$ cat config.mk
export PLATFORM = sky130hd
export DESIGN_NAME = switch_bounce_generator
export DESIGN_NICKNAME = d
export VERILOG_FILES = /design/src/rtl/switch_pkg.sv /design/src/rtl/lfsr8.sv /design/src/rtl/switch_bounce_generator.sv
export SDC_FILE = /design/constraint.sdc
export NUM_CORES = 1
export LEC_CHECK = 0
export ABC_AREA = 0
export CAP_MARGIN = 20
export CORE_MARGIN = 4
export CORE_UTILIZATION = 53
export DETAILED_ROUTE_END_ITERATION = 12
export HOLD_SLACK_MARGIN = 0.06
export PLACE_DENSITY = 0.79
export SETUP_SLACK_MARGIN = 0.1
export SLEW_MARGIN = 20
export SYNTH_ARGS = -nofsm -noshare
export SYNTH_HDL_FRONTEND = slang
export SYNTH_SLANG_ARGS = --single-unit
$ cat constraint.sdc
create_clock -name clk -period 2.4 [get_ports clk]
set_input_delay 0.24 -clock clk [delete_from_list [all_inputs] [get_ports clk]]
set_output_delay 0.24 -clock clk [all_outputs]
set_load 0.02 [all_outputs]
$ cat src/rtl/switch_pkg.sv
// ---------------------------------------------------------------------------
// switch_pkg
//
// Shared definitions for the switch bounce generator:
//   - state_e            : sequencer FSM states
//   - LFSR_TAPS          : tap mask for x^8 + x^6 + x^5 + x^4 + 1
//   - LFSR_DEFAULT_SEED  : default (nonzero) LFSR reset value
//   - lfsr_next()        : one Fibonacci step of the 8-bit LFSR
// ---------------------------------------------------------------------------
package switch_pkg;

  typedef enum logic [1:0] {
    ST_IDLE   = 2'd0,
    ST_BOUNCE = 2'd1,
    ST_SETTLE = 2'd2,
    ST_DONE   = 2'd3
  } state_e;

  // Bit i set means stage i feeds the XOR. Stages 7,5,4,3 correspond to the
  // x^8, x^6, x^5 and x^4 terms of the polynomial.
  localparam logic [7:0] LFSR_TAPS         = 8'hB8;
  localparam logic [7:0] LFSR_DEFAULT_SEED = 8'hA5;

  // Shift left, new bit enters at bit 0. The polynomial is primitive, so a
  // nonzero state never maps to zero.
  function automatic logic [7:0] lfsr_next(input logic [7:0] v);
    return {v[6:0], ^(v & LFSR_TAPS)};
  endfunction

endpackage

$ cat src/rtl/lfsr8.sv
// ---------------------------------------------------------------------------
// lfsr8
//
// 8-bit Fibonacci LFSR (x^8 + x^6 + x^5 + x^4 + 1) that advances one step
// only when 'step' is high.
//
// Ports:
//   clk   in   rising-edge clock
//   reset in   synchronous active-high reset, loads 'seed'
//   step  in   advance one LFSR step on this edge
//   seed  in   reset value; a zero seed is replaced by the package default
//   value out  current LFSR state (never zero)
// ---------------------------------------------------------------------------
module lfsr8
  import switch_pkg::*;
(
  input  logic       clk,
  input  logic       reset,
  input  logic       step,
  input  logic [7:0] seed,
  output logic [7:0] value
);

  logic [7:0] value_q;
  logic [7:0] value_d;
  logic [7:0] seed_safe;

  always_comb begin
    // An all-zero state would lock the register, so never load one.
    seed_safe = (seed == 8'h00) ? LFSR_DEFAULT_SEED : seed;
    value_d   = value_q;
    if (step) begin
      value_d = lfsr_next(value_q);
    end
    if (value_d == 8'h00) begin
      value_d = seed_safe;
    end
  end

  always_ff @(posedge clk) begin
    if (reset) begin
      value_q <= seed_safe;
    end else begin
      value_q <= value_d;
    end
  end

  assign value = value_q;

endmodule

$ cat src/rtl/switch_bounce_generator.sv
// ---------------------------------------------------------------------------
// switch_bounce_generator
//
// Emulates a mechanical switch contact for exercising debouncers. A command
// asks for a new settled level; if it differs from the present level the
// output toggles 2*n_bounces+1 times, with every intermediate level held for
// a pseudo-random 1..2^WIDTH_BITS cycles, and then holds the final level for
// SETTLE_CYCLES cycles before pulsing done.
//
// Handshake: a command is taken on a rising edge where cmd_valid and
// cmd_ready are both high. cmd_ready is high only in IDLE, so cmd_valid in
// any other state has no effect; n_bounces and cmd_level are sampled only on
// that accepting edge.
//
// Ports:
//   clk        in   rising-edge clock
//   reset      in   synchronous active-high reset (wins over a command)
//   cmd_valid  in   command offered
//   cmd_level  in   requested settled level
//   n_bounces  in   bounce pairs (0..7)
//   cmd_ready  out  high in IDLE
//   q_out      out  raw bouncing contact
//   busy       out  high in BOUNCE and SETTLE
//   done       out  one-cycle pulse when the sequence completes
//   dbg_state  out  FSM state (switch_pkg::state_e encoding)
//   dbg_lfsr   out  current LFSR state
// ---------------------------------------------------------------------------
module switch_bounce_generator
  import switch_pkg::*;
#(
  parameter int         SETTLE_CYCLES = 16,
  parameter logic [7:0] LFSR_SEED     = LFSR_DEFAULT_SEED,
  parameter int         WIDTH_BITS    = 4
) (
  input  logic       clk,
  input  logic       reset,
  input  logic       cmd_valid,
  input  logic       cmd_level,
  input  logic [2:0] n_bounces,
  output logic       cmd_ready,
  output logic       q_out,
  output logic       busy,
  output logic       done,
  output logic [1:0] dbg_state,
  output logic [7:0] dbg_lfsr
);

  // The counter is shared by the bounce segments (up to 2^WIDTH_BITS) and the
  // settle phase (SETTLE_CYCLES); size it for the larger so it never wraps.
  localparam int SEG_MAX = 1 << WIDTH_BITS;
  localparam int CNT_MAX = (SEG_MAX > SETTLE_CYCLES) ? SEG_MAX : SETTLE_CYCLES;
  localparam int CNT_W   = $clog2(CNT_MAX + 1);

  localparam logic [CNT_W-1:0] SETTLE_LOAD = CNT_W'(SETTLE_CYCLES);
  localparam logic [CNT_W-1:0] CNT_ONE     = CNT_W'(1);

  state_e           state_q;
  state_e           state_d;
  logic             q_out_q;
  logic             q_out_d;
  logic [3:0]       remaining_q;   // toggles still to make inside BOUNCE
  logic [3:0]       remaining_d;
  logic [CNT_W-1:0] cnt_q;         // cycles left in the current segment/settle
  logic [CNT_W-1:0] cnt_d;

  logic             lfsr_step;
  logic [7:0]       lfsr_value;
  logic [CNT_W-1:0] seg_width;

  // -------------------------------------------------------------------------
  // LFSR: stepped exactly when a new bounce segment starts, so the width
  // sequence after reset is fully determined by the seed.
  // -------------------------------------------------------------------------
  lfsr8 u_lfsr (
    .clk   (clk),
    .reset (reset),
    .step  (lfsr_step),
    .seed  (LFSR_SEED),
    .value (lfsr_value)
  );

  // Width of a segment that starts now: 1 .. 2^WIDTH_BITS.
  assign seg_width = CNT_W'(lfsr_value[WIDTH_BITS-1:0]) + CNT_ONE;

  // -------------------------------------------------------------------------
  // State register
  // -------------------------------------------------------------------------
  always_ff @(posedge clk) begin
    if (reset) begin
      state_q     <= ST_IDLE;
      q_out_q     <= 1'b0;
      remaining_q <= 4'd0;
      cnt_q       <= '0;
    end else begin
      state_q     <= state_d;
      q_out_q     <= q_out_d;
      remaining_q <= remaining_d;
      cnt_q       <= cnt_d;
    end
  end

  // -------------------------------------------------------------------------
  // Next-state logic
  // -------------------------------------------------------------------------
  always_comb begin
    state_d     = state_q;
    q_out_d     = q_out_q;
    remaining_d = remaining_q;
    cnt_d       = cnt_q;
    lfsr_step   = 1'b0;

    case (state_q)
      ST_IDLE: begin
        if (cmd_valid) begin
          if (cmd_level == q_out_q) begin
            // Already at the requested level: complete without touching q_out.
            state_d = ST_DONE;
          end else begin
            // First edge of the sequence happens right on the accept edge.
            q_out_d     = ~q_out_q;
            remaining_d = {n_bounces, 1'b0};
            if (n_bounces == 3'd0) begin
              state_d = ST_SETTLE;
              cnt_d   = SETTLE_LOAD;
            end else begin
              state_d   = ST_BOUNCE;
              cnt_d     = seg_width;
              lfsr_step = 1'b1;
            end
          end
        end
      end

      ST_BOUNCE: begin
        if (cnt_q <= CNT_ONE) begin
          // Segment expired: make the next edge. The edge that uses up the
          // last remaining toggle lands on cmd_level, so settling starts here.
          q_out_d     = ~q_out_q;
          remaining_d = remaining_q - 4'd1;
          if (remaining_q <= 4'd1) begin
            state_d = ST_SETTLE;
            cnt_d   = SETTLE_LOAD;
          end else begin
            cnt_d     = seg_width;
            lfsr_step = 1'b1;
          end
        end else begin
          cnt_d = cnt_q - CNT_ONE;
        end
      end

      ST_SETTLE: begin
        if (cnt_q <= CNT_ONE) begin
          state_d = ST_DONE;
          cnt_d   = '0;
        end else begin
          cnt_d = cnt_q - CNT_ONE;
        end
      end

      ST_DONE: begin
        state_d = ST_IDLE;
      end

      default: begin
        state_d = ST_IDLE;
      end
    endcase
  end

  // -------------------------------------------------------------------------
  // Outputs (pure functions of registered state)
  // -------------------------------------------------------------------------
  always_comb begin
    cmd_ready = (state_q == ST_IDLE);
    busy      = (state_q == ST_BOUNCE) || (state_q == ST_SETTLE);
    done      = (state_q == ST_DONE);
    q_out     = q_out_q;
    dbg_state = state_q;
    dbg_lfsr  = lfsr_value;
  end

endmodule

---- Yosys cells after proc, flatten, opt, wreduce, memory -nomap -nowiden ----
Cells that the tools add are included.
word-level totals
  output and inout port bits .............. 14
  bits in registers ....................... 20
cells by class
  bitwise logic cells ..................... 1
  magnitude comparators ................... 2
  add/subtract/negate cells ............... 3
  eq/ne operators ......................... 9
  reductions and logical operators ........ 11
  muxes and demuxes ....................... 29
operator list
  cell                                                             number
  two-way mux 5 bit                                                6
  one-hot mux 5 bit (3 select lines)                               1
  two-way mux 2 bit                                                6
  two-way mux 4 bit                                                3
  inequality test 2 bit (second input constant)                    5
  logical NOT 8 bit                                                1
  two-way mux 1 bit                                                8
  two-way mux 8 bit                                                1
  one-hot mux 2 bit (4 select lines)                               1
  one-hot mux 4 bit (2 select lines)                               1
  AND reduction 4 bit                                              2
  XOR reduction 8 bit                                              1
  adder 4 x 1 -> 5 bit (second input constant)                     1
  less-or-equal comparator 5 x 1 -> 1 bit (second input constant)  1
  subtractor 5 x 1 -> 5 bit (second input constant)                1
  == test 2 bit (second input constant)                            2
  less-or-equal comparator 4 x 1 -> 1 bit (second input constant)  1
  one-hot mux 1 bit (2 select lines)                               2
  subtractor 4 x 1 -> 4 bit (second input constant)                1
  logical NOT 3 bit                                                1
  AND reduction 3 bit                                              1
  nonzero test 3 bit                                               1
  == test 2 x 1 -> 1 bit (second input constant)                   1
  logical NOT 2 bit                                                1
  5 further kinds                                                  5

---- Logic depth before layout (Yosys ltp) ----
  depth after elaboration ................. 8
  gate-level depth with buffers ........... 8

---- Hierarchy ----
From an unflattened synthesis, not the netlist that was laid out.
unflattened totals
  cells, all modules ...................... 178
  area, all modules ....................... 1,460.2 um^2
modules (own cells, without submodules)
  module                   area an instance (um^2)  cells each  instances  sequential area each (um^2)
  switch_bounce_generator  1,027.2                  132         1          240.2
  lfsr8                    432.9                    46          1          160.2

---- Worst setup path before layout ----
No wires, ideal clock.
  kind .................................... register to register
  from .................................... reg cnt_q[1]
  to ...................................... reg remaining_q[1]
  required time ........................... 2.278 ns
  slack ................................... 0.389 ns
  path buffers ............................ 1
  stages on the path, launching flop included .. 8
  arrival time ............................ 1.889 ns
  library setup time ...................... 0.122 ns
  path through ............................ dfxtp_1 inv_1 ha_1 o21ba_1 or4_4 buf_6 a211o_4 o311a_1
on the way
  cells in the longest elaborated chain, start to end .. 3
RTL lines
  item                                     line                            source
  start: declaration                       switch_bounce_generator.sv:63   logic [CNT_W-1:0] cnt_q;
  start signal: assignment                 switch_bounce_generator.sv:98   cnt_q <= cnt_d;
  less-or-equal comparator 5 x 1 -> 1 bit  switch_bounce_generator.sv:135  if (cnt_q <= CNT_ONE) begin
  inequality test 2 bit (no line)          n/a
  AND reduction 4 bit (no line)            n/a
  end signal: assignment                   switch_bounce_generator.sv:97   remaining_q <= remaining_d;
  end: declaration                         switch_bounce_generator.sv:61   logic [3:0] remaining_q;
No other way between the ends.
A chain may end at the register's enable or synchronous reset.

---- Worst setup path after layout ----
  from .................................... reg state_q[0] (netlist: dbg_state[0])
  to ...................................... out busy
on the way
  cells in the longest elaborated chain, start to end .. 2
  elaborated cells on any way between the ends .. 3
  those cells by class .................... 2 x eq/ne; 1 x reduce/logical
RTL lines
  item                                                            line                            source
  start: declaration                                              switch_bounce_generator.sv:57   state_e state_q;
  start signal: assignment                                        switch_bounce_generator.sv:95   state_q <= state_d;
  == test 2 x 1 -> 1 bit / == test 2 bit (equally long branches)  switch_bounce_generator.sv:176  busy = (state_q == ST_BOUNCE) || (state_q == ST_SETTLE);
  logical OR 1 bit *                                              switch_bounce_generator.sv:176
  end: declaration                                                switch_bounce_generator.sv:42   output logic busy,
Mark *: on every way between the ends. The rest lies on a longest branch, timed or not.

==> flow_metrics.tcl <==
set metrics [dict create \
    crit_family "buffers and inverters" \
    clk-insertion-delay-late_ns 0.31 \
    grt_pass1_wl_um 5340 \
    synth_mux_area_share_pct 6.11 \
    hold_violations 0 \
    cts_root_buffer "clkbuf_4" \
    endpoint_kind "output pin" \
    nets 188 \
    antenna_found_initial 0 \
    num_io_pins 21 \
    critPathKind "flop to output pin" \
    syn_area_per_cell_um2 8.79 \
    num_vias 1177 \
    die_h_um 57.7 \
    dpl.hpwl_um 2310 \
    fin_crit_sh_pct 91.1 \
    drt-total-wl_um 3110 \
    gp_congestion 0.818 \
    clk_path_buf_depth 2 \
    synth-xor-area-share_pct 6.02 \
    layout-drive-gt1-share_pct 8.24 \
    netlist_area_um2 1310 \
    ys_ff_latch 20 \
    synth-compound-area-share_pct 22.2 \
    portBuffers 20 \
    grt_pass1_vias 1196 \
    drc_errors 0 \
    die_area_um2 3330 \
    worst_slack_ns 0.212 \
    ys_seq_area_share_pct 30.6 \
    synth.distinct_cells 46 \
    drtIter0Drc 27 \
    synthCells 149 \
    synthAdderAreaFrac_pct 9.55 \
    drt_pass1_iterations 4 \
    h-tree-depth 1 \
    die_w_um 57.7 \
    synth_top_family_by_area "compound AO/OA/AOI/OAI gates" \
    tns_ns 0 \
    final.min_clock_period_ns 2.19 \
    grt-ovfl-total 0 \
    grt_max_degree 15 \
    synth-simple-area-share_pct 20.4 \
    required_ns 2.16 \
    insertedDiodeCount 0 \
    hold_buffers 0 \
    cts_buffers 3 \
    skew_ns 0.00352 \
    worst_pin_slew_ns 0.534 \
    synth_flop_cell "dfxtp_1" \
    rows 17 \
    ant_nets 0 \
    yosys_warnings 0 \
    grt_usage_pct 20.2 \
    max_stage_delay_ns 0.64 \
    holdWs_ns 0.529 \
    maxSlewHeadroom_pct 64.1 \
    slowest_stage "clkdlybuf4s50_1" \
    postSynth.asyncResetShare_pct 0 \
    synth_nets 166 \
    pwr_density_cell_nw_per_um2 1650 \
    fmax_mhz 457 \
    arrival_ns 1.95 \
    syn2layout_area_growth_pct 21.6 \
    cellLeakagePower_nw 0.620 \
    peakVddDrop_mv 0.926 \
    clk_pin_slew_worst_paths_ns 0.12 \
    outcome "complete, no violations" \
    wl_per_cell_um 15.7 \
    crit_chain "inv_1 > ha_2 > clkdlybuf4s50_1" \
    cts.sinks 20 \
    cts_tree "yes" \
    start_util_pct 57.6 \
    fp.coreArea_um2 2280 \
    synth_edf_count 0 \
    finalSetupViolations 0 \
    via_per_inst 5.94 \
    max_cap_viol_count 0 \
    post-place-ws_ns 0.108 \
    hp-class "flop to flop" \
    rsz0062_at_grt "false" \
    maxSlewViolCount 0 \
    crit_buf_inv 2 \
    path_max_fanout 10 \
    cp-start-kind "flop" \
]
synth_stat cells (4+ instances only):
| library cell | number | area share [%] |
|---|---|---|
| clkbuf_1 | 4 | 1.1 |
| ha_1 | 10 | 9.6 |
| mux2i_1 | 8 | 6.1 |
| nor2_1 | 10 | 2.9 |
| nor2b_1 | 6 | 2.9 |
| a21oi_1 | 5 | 1.9 |
| inv_1 | 10 | 2.9 |
| nand2_1 | 8 | 2.3 |
| nor4_1 | 5 | 2.4 |
| dfxtp_1 | 20 | 31 |
| o21ai_0 | 8 | 3.1 |
| xor2_1 | 7 | 4.7 |
through the flow:
| step | cells | util [%] | power (W) | area [um^2] |
|---|---|---|---|---|
| after floorplan | 149 | - | 0.00186 | 1310 |
| after global placement | 194 | 67.6 | 0.00224 | 1540 |
| after detailed placement | 194 | 67.6 | 0.00230 | 1540 |
| after CTS | 198 | 69.9 | 0.00261 | 1590 |
| after global routing | 198 | 70.0 | 0.00283 | 1590 |
| final | 198 | 70.0 | 0.00262 | 1590 |
worst reg2reg max path, stage by stage, from the launching register on:
cell	delay, ns
dfxtp_1	0.43
ha_1	0.16
o21ba_1	0.15
or4_4	0.49
o32ai_2	0.35
a22oi_1	0.13
a211oi_1	0.30
timing repair:
action	4_1_cts	5_1_grt
setup buffers	0	0
hold endpoints to repair	0	0
resized for setup	0	1
endpoints found under the setup margin	0	1
cell usage in the layout, fill, tap and decap left out, types with 3 or more instances in the layout:
master	instances
dfxtp_1	20
clkdlybuf4s50_1	20
inv_1	10
nor2_1	10
ha_1	9
nand2_1	8
o21ai_0	8
mux2i_1	8
xor2_1	7
nor2b_1	6
nor4_1	5
a21oi_1	5
o31ai_1	3
nor3_1	3
nand3_1	3
clkbuf_4	3
buf_4	3
layer usage:
layer  vias to the layer above  track usage [%]  wire, um
met3                         4             4.90       157
met4                         0             4.97        23
met5                         -                0         0
li1                        583                -         -
met2                        32             35.2      1580
met1                       558             24.7      1350
area by class of cell:
| cell class | instances | area, um^2 |
|---|---|---|
| fillers | 195 | 683 |
| well taps | 28 | 35.0 |
| inverters | 10 | 37.5 |
| clock buffers | 3 | 22.5 |
| multi-input cells | 113 | 845 |
| flip-flops and latches | 20 | 400 |
| repair buffers | 23 | 223 |
| clock inverters | 1 | 30.0 |
cell families (layout without fill, tap and decap cells):
logic type                 Yosys count  in the layout
xor gates and xnor gates             9              9
buffers and inverters               16             37
and+or+nand+nor                     49             49
adders and majority gates           10             10
AOI/OAI and AO/OA                   37             37
DFF                                 20             20
muxes                                8              8
state kept, by name, summed over array words and instances (netlist names):
register and flops:
dbg_state 2, cnt_q 5, q_out 1, remaining_q 4, u_lfsr.value 8
final timing paths:
check | startpoint | endpoint | slack, ns | cells past startpoint
worst min-delay path | remaining_q[0] | remaining_q[0] | 0.53 | 2
worst max register to register | cnt_q[0] | cnt_q[0] | 0.30 | 6
worst min register to register | remaining_q[0] | remaining_q[0] | 0.53 | 2
worst max-delay path | dbg_state[0] | busy | 0.21 | 3
where the power goes:
group	internal, W	switching [W]	total [W]
clock network	0.000169	0.000114	0.000283
logic	0.000766	0.000934	0.00170
registers	0.000469	0.000168	0.000637
Power figures use the tool's default switching activity.
